===== config.mk =====
export PLATFORM = sky130hd
export DESIGN_NAME = count_sequencer
export DESIGN_NICKNAME = d
export VERILOG_FILES = /design/src/rtl/count_sequencer.sv
export SDC_FILE = /design/constraint.sdc
export NUM_CORES = 1
export LEC_CHECK = 0
export CORE_UTILIZATION = 49
export DETAILED_ROUTE_END_ITERATION = 7
export HOLD_SLACK_MARGIN = 0.08
export PLACE_DENSITY = 0.78
export SLEW_MARGIN = 0
export SYNTH_ARGS = -nofsm -noshare
export SYNTH_HDL_FRONTEND = slang
export SYNTH_SLANG_ARGS = --single-unit

===== constraint.sdc =====
create_clock -name CLK -period 2.7 [get_ports CLK]
set_input_delay 0.54 -clock CLK [delete_from_list [all_inputs] [get_ports CLK]]
set_output_delay 0.54 -clock CLK [all_outputs]
set_load 0.02 [all_outputs]

===== src/rtl/count_sequencer.sv =====
`default_nettype none
// +----------------------------------------------------------------------------+
// | count_sequencer                                                            |
// | Programmable up/down interval counter with preload, hold and auto-reload.  |
// | Revision: 1.0                                                              |
// +----------------------------------------------------------------------------+
module count_sequencer #(
   parameter int WIDTH = 4
) (
   input  logic             CLK,
   input  logic             RST,
   input  logic             START,
   input  logic             STOP,
   input  logic             HOLD,
   input  logic             LOAD,
   input  logic [WIDTH-1:0] LOAD_VAL,
   input  logic [WIDTH-1:0] LIMIT,
   input  logic             MODE,
   input  logic             UP_DN,
   output logic [WIDTH-1:0] Q,
   output logic             BUSY,
   output logic             DONE,
   output logic [1:0]       STATE
);

   typedef enum logic [1:0] {
      S_IDLE  = 2'b00,
      S_RUN   = 2'b01,
      S_PAUSE = 2'b10
   } state_t;

   state_t           state_r, state_nxt;
   logic [WIDTH-1:0] q_r, q_nxt;
   logic [WIDTH-1:0] limit_r, limit_nxt;
   logic [WIDTH-1:0] reload_r, reload_nxt;
   logic             mode_r, mode_nxt;
   logic             dir_r, dir_nxt;
   logic             done_r, done_nxt;

   always_ff @(posedge CLK or posedge RST) begin
      if (RST) begin
         state_r  <= S_IDLE;
         q_r      <= '0;
         limit_r  <= '0;
         reload_r <= '0;
         mode_r   <= 1'b0;
         dir_r    <= 1'b0;
         done_r   <= 1'b0;
      end else begin
         state_r  <= state_nxt;
         q_r      <= q_nxt;
         limit_r  <= limit_nxt;
         reload_r <= reload_nxt;
         mode_r   <= mode_nxt;
         dir_r    <= dir_nxt;
         done_r   <= done_nxt;
      end
   end

   always_comb begin
      state_nxt  = state_r;
      q_nxt      = q_r;
      limit_nxt  = limit_r;
      reload_nxt = reload_r;
      mode_nxt   = mode_r;
      dir_nxt    = dir_r;
      done_nxt   = 1'b0;

      case (state_r)
         S_IDLE: begin
            // HOLD has no meaning before a run is started
            if (STOP) begin
               state_nxt = S_IDLE;
            end else if (LOAD) begin
               q_nxt = LOAD_VAL;
            end else if (START) begin
               limit_nxt  = LIMIT;
               mode_nxt   = MODE;
               dir_nxt    = UP_DN;
               reload_nxt = LOAD_VAL;
               state_nxt  = S_RUN;
            end
         end
         S_RUN: begin
            if (STOP) begin
               state_nxt = S_IDLE;
            end else if (HOLD) begin
               state_nxt = S_PAUSE;
            end else if (q_r == limit_r) begin
               // terminal is tested on the pre-step value, so a run that
               // starts on its limit fires with zero steps taken
               done_nxt = 1'b1;
               if (mode_r) begin
                  q_nxt = reload_r;
               end else begin
                  state_nxt = S_IDLE;
               end
            end else if (dir_r) begin
               q_nxt = q_r + WIDTH'(1);
            end else begin
               q_nxt = q_r - WIDTH'(1);
            end
         end
         S_PAUSE: begin
            if (STOP) begin
               state_nxt = S_IDLE;
            end else if (LOAD) begin
               q_nxt = LOAD_VAL;
            end else if (!HOLD) begin
               state_nxt = S_RUN;
            end
         end
         default: begin
            state_nxt = S_IDLE;
         end
      endcase
   end

   assign Q     = q_r;
   assign DONE  = done_r;
   assign STATE = state_r;
   assign BUSY  = (state_r == S_RUN) || (state_r == S_PAUSE);

endmodule
`default_nettype wire


# == Yosys cells after proc, flatten, opt, wreduce, memory -nomap -nowiden ==
# Cells that the tools add are included.
# word_totals
inputBits,16
output_inout_bits,8
reg_bits,17
wordCells,55
# op_classes
muxes,23
bitwise_logic,2
n_eq_ne,14
n_addsub,2
reduce_logical,7
# op_table
op,n
$mux W4,7
$mux W2,10
$ne A3 B3 Y1 const B,5
$reduce_and A6 Y1,2
$ne A4 B4 Y1 const B,2
$pmux W4 S2,1
$ne A2 B2 Y1 const B,3
$pmux W2 S3,1
$add A4 B1 Y4 const B,1
$eq A4 B4 Y1,1
$mux W1,4
$reduce_and A4 Y1,1
$sub A4 B1 Y4 const B,1
$eq A2 B1 Y1 const B,1
$eq A2 B2 Y1 const B,1
$logic_not A2 Y1,1
$ne A2 B1 Y1 const B,1
$not A1 Y1,2
$reduce_bool A2 Y1,1
$reduce_or A2 Y1,1
$logic_or A1 B1 Y1,1

# == Longest topological paths before layout ==
# depth
word_depth,6
ltp_mapped,7
mapped_depth_nobuf,7

# == Worst setup path after synthesis ==
# No wires, ideal clock.
# synth_path
kind,reg2reg
start,reg state_r[0] (netlist: STATE[0])
end,reg q_r[0] (netlist: Q[0])
n_path_buf,0
stages_incl_launch_ff,8
path_slack_ns,0.463
t_required_ns,2.580
setup_time_ns,0.120
arrival_time_ns,2.117
period_less_slack_ns,2.237
path_cell_list,dfrtp_1 > inv_1 > ha_1 > nor2_1 > nor2_1 > a311oi_4 > mux2_4 > a31o_1
# synth_via
elab_chain_len,4
word_cells_on_any_way,12
classes_between,eq/ne (7); mux (1); reduce/logical (4)
# synth_rtl
item,line,text
start: declaration,32,"state_t state_r, state_nxt;"
start signal: assignment,50,state_r <= state_nxt;
$eq A2 B2 Y1 or $logic_not A2 Y1 (tied branches),69,case (state_r)
$reduce_or A2 Y1 (no line),n/a,
"$ne A2 B1 Y1 (no line), or another cell as far along",n/a,
$reduce_and A6 Y1 (no line),n/a,
end signal: assignment,51,q_r <= q_nxt;
end: declaration,33,"logic [WIDTH-1:0] q_r, q_nxt;"
# Several ways; a longest one is shown, not always the timed one.
# A chain may end at the register's enable or synchronous reset.

# == Worst setup path after layout ==
# layout_path
start,reg state_r[0] (netlist: STATE[0])
end,out BUSY
# layout_via
elab_chain_len,2
word_cells_on_any_way,3
classes_between,eq/ne (2); reduce/logical (1)
# layout_rtl
item,line,text
$eq A2 B1 Y1 or $eq A2 B2 Y1 (tied branches),122,assign BUSY = (state_r == S_RUN) || (state_r == S_PAUSE);
$logic_or A1 B1 Y1 *,122,
end: declaration,21,"output logic BUSY,"
# Every way passes the cells marked *; elsewhere a longest branch is shown, timed or not.

==> results.py <==
metrics = {
    "sta": {
        "max_freq_mhz": 440.2,
        "rsz0062_at_grt": "no",
        "relSlewSlack": 0.5758,
        "fin_setup_tns_ns": 0,
        "setup_viol": 0,
        "hold_viol": 0,
        "finalCritPeriodShare": 0.8413,
        "final_max_slew_viol_count": 0,
        "skew_ns": 0.0005686,
        "fin_ws_ns": 0.4285,
        "worst_slew_pin_slew_ns": 0.6355,
        "min_period_ns": 2.271,
    },
    "floorplanning": {
        "rows": 16,
        "core-area_sq_um": 1982,
        "die_w_microns": 48.20,
        "die_y_microns": 48.20,
        "fp.dieArea_sq_um": 2323,
        "boundaryPins": 24,
        "start_util": 0.5278,
    },
    "yosys": {
        "ys_seq_area_frac": 0.4067,
        "async_reset_ff_frac": 1.000,
        "synthFlopType": "dfrtp_1",
        "syn_area_per_cell_sq_um": 10.57,
        "post-synth-top-count-cell": "dfrtp_1",
        "yosysTopAreaCell": "dfrtp_1",
        "synth_edf_count": 0,
        "synth.top_cells.by_area": "dfrtp_1 (41%), mux2_2 (11%), ha_1 (7.2%), o21ai_0 (4.8%), xnor2_1 (4.2%)",
        "synthesis.nets": 122,
        "netlist.area_leader.share": 0.4067,
        "syn_area_sq_um": 1046,
        "ys_ff_latch": 17,
        "synth_cell_types": 34,
        "netlist_instances": 99,
        "synth_warnings": 0,
        "yosys-top-cells-count": "dfrtp_1 (17), mux2_2 (10), o21ai_0 (10), nand2_1 (8), inv_1 (7)",
    },
    "grt": {
        "grt_use_total": 0.2196,
        "antenna_found_initial": 0,
        "grt_max_degree": 18,
        "grt_pass1_wl_microns": 3360,
        "grt-ovfl-total": 0,
        "grt_pass1_vias": 758,
    },
    "placed_design": {
        "post-place-ws_ns": 0.2961,
        "hpwl_microns": 1550,
        "port_buffers": 23,
        "gp_congestion": 0.7686,
    },
    "route": {
        "drt.antenna.violating_nets": 0,
        "wire_per_inst_microns": 13.41,
        "firstDrtPassIters": 4,
        "initialDrtViolationCount": 20,
        "drc_errors": 0,
        "routed_wirelength_microns": 2052,
        "via_per_inst": 5.438,
        "vias": 832,
    },
    "setup_path": {
        "end_kind": "output port",
        "crit_type": "register to output port",
        "crit_fanout": 7,
        "start_kind": "register",
        "crit_arrival_ns": 1.73,
        "cp.required_ns": 2.16,
    },
    "final_layout": {
        "drive_above_1_share": 0.1825,
        "area_growth_pct": 28.35,
        "num_antenna_cells": 0,
        "nets": 150,
        "fill_cells": 153,
    },
    "job": {
        "max_cap_viol_count": 0,
    },
    "clocking": {
        "clockRootBuffer": "clkbuf_4",
        "clkTransAtPathRegs_ns": 0.10,
        "clock_latency_ns": 0.30,
        "cts_resized": 0,
        "clock_sinks": 17,
        "post-cts-setup-buffer-count": 0,
        "htree_levels": 1,
        "cts_buffers": 3,
        "hold_buffers": 0,
        "cts_tree": "done",
        "cts_buffer_depth": 2,
    },
    "power_and_ir_drop": {
        "p_per_area_nw_per_um2": 923.3,
        "power_leakage_nw": 0.5550,
        "peakVddDrop_mv": 0.6425,
    },
    "hold_path": {
        "hold_class": "register to register",
    },
    "outcome": {
        "status": "finished clean",
    },
}
## layout by cell type (no fill, tap or decap), types with 2 or more instances in the layout
cell type	n
buf_4	2
inv_1	7
xnor2_1	5
clkdlybuf4s50_1	23
ha_1	6
a21oi_1	4
nand2_1	8
dfrtp_1	17
o31ai_1	2
nor3_1	2
clkbuf_4	3
o21ai_0	10
mux2_2	10
nor2_1	5
## layer usage
| layer | track usage | share of wire | up-vias |
|---|---|---|---|
| li1 | - | - | 408 |
| met2 | 0.3173 | 0.48 | 22 |
| met3 | 0.03333 | 0.044 | 5 |
| met5 | 0 | 0 | - |
| met4 | 0.1333 | 0.027 | 0 |
| met1 | 0.3084 | 0.44 | 397 |
## cells by family after synthesis
logic type,count (synthesis),share of synthesized area
xor gates and xnor gates,6,0.05024
buffers and inverters,9,0.03947
adders and majority gates,7,0.09091
and+or+nand+nor,23,0.1113
AOI/OAI and AO/OA,25,0.1699
DFF,17,0.4067
muxes,12,0.1316
## stage by stage
step | utilization | hold slack, ns | cell area (sq um) | total power [mW] | cells
2_1_floorplan | - | 0.4661 | 1046 | 0.9121 | 99
3_3_place_gp | 0.6641 | 0.4906 | 1316 | 1.085 | 149
3_5_place_dp | 0.6641 | 0.4952 | 1316 | 1.103 | 149
4_1_cts | 0.6774 | 0.5233 | 1343 | 1.250 | 153
5_1_grt | 0.6774 | 0.5399 | 1343 | 1.338 | 153
6_report | 0.6774 | 0.5261 | 1343 | 1.240 | 153
## registers in the layout (all words and copies together), names as in the netlist
signal / count
DONE: 1
Q: 4
STATE: 2
dir_r: 1
limit_r: 4
mode_r: 1
reload_r: 4
## path summary, 6_finish.rpt
path | slack [ns] | start | end | cells past startpoint
max | 0.43 | STATE[0]$_DFFE_PP0P_ | BUSY | 3
min | 0.53 | reload_r[3]$_DFFE_PP0P_ | reload_r[3]$_DFFE_PP0P_ | 1
max reg2reg | 0.44 | STATE[1]$_DFFE_PP0P_ | Q[0]$_DFFE_PP0P_ | 7
min reg2reg | 0.53 | reload_r[3]$_DFFE_PP0P_ | reload_r[3]$_DFFE_PP0P_ | 1
max in group asynchronous | 1.68 | RST | dir_r$_DFFE_PP0P_ | 2
min in group asynchronous | 0.61 | RST | limit_r[3]$_DFFE_PP0P_ | 2
## where the power goes
group          switching (mW)  internal [mW]
registers              0.0928          0.342
clock network          0.0852         0.0576
logic                   0.314          0.348
total                   0.492          0.748
## worst max-delay path, cell delays in order (launching register included)
cell	delay, ns
dfrtp_1	0.47
inv_1	0.09
ha_1	0.28
clkdlybuf4s50_1	0.59
## area by class of cell
| type | instances | area, sq um | share of cell area |
|---|---|---|---|
| inverter | 7 | 26.28 | 0.01957 |
| sequential | 17 | 425.4 | 0.3169 |
| clock buffer | 4 | 26.28 | 0.01957 |
| multi-input combinational | 73 | 585.6 | 0.4362 |
| tap | 27 | 33.78 | 0.02516 |
| timing repair buffer | 25 | 245.2 | 0.1827 |
(Power assumes the default switching activity.)
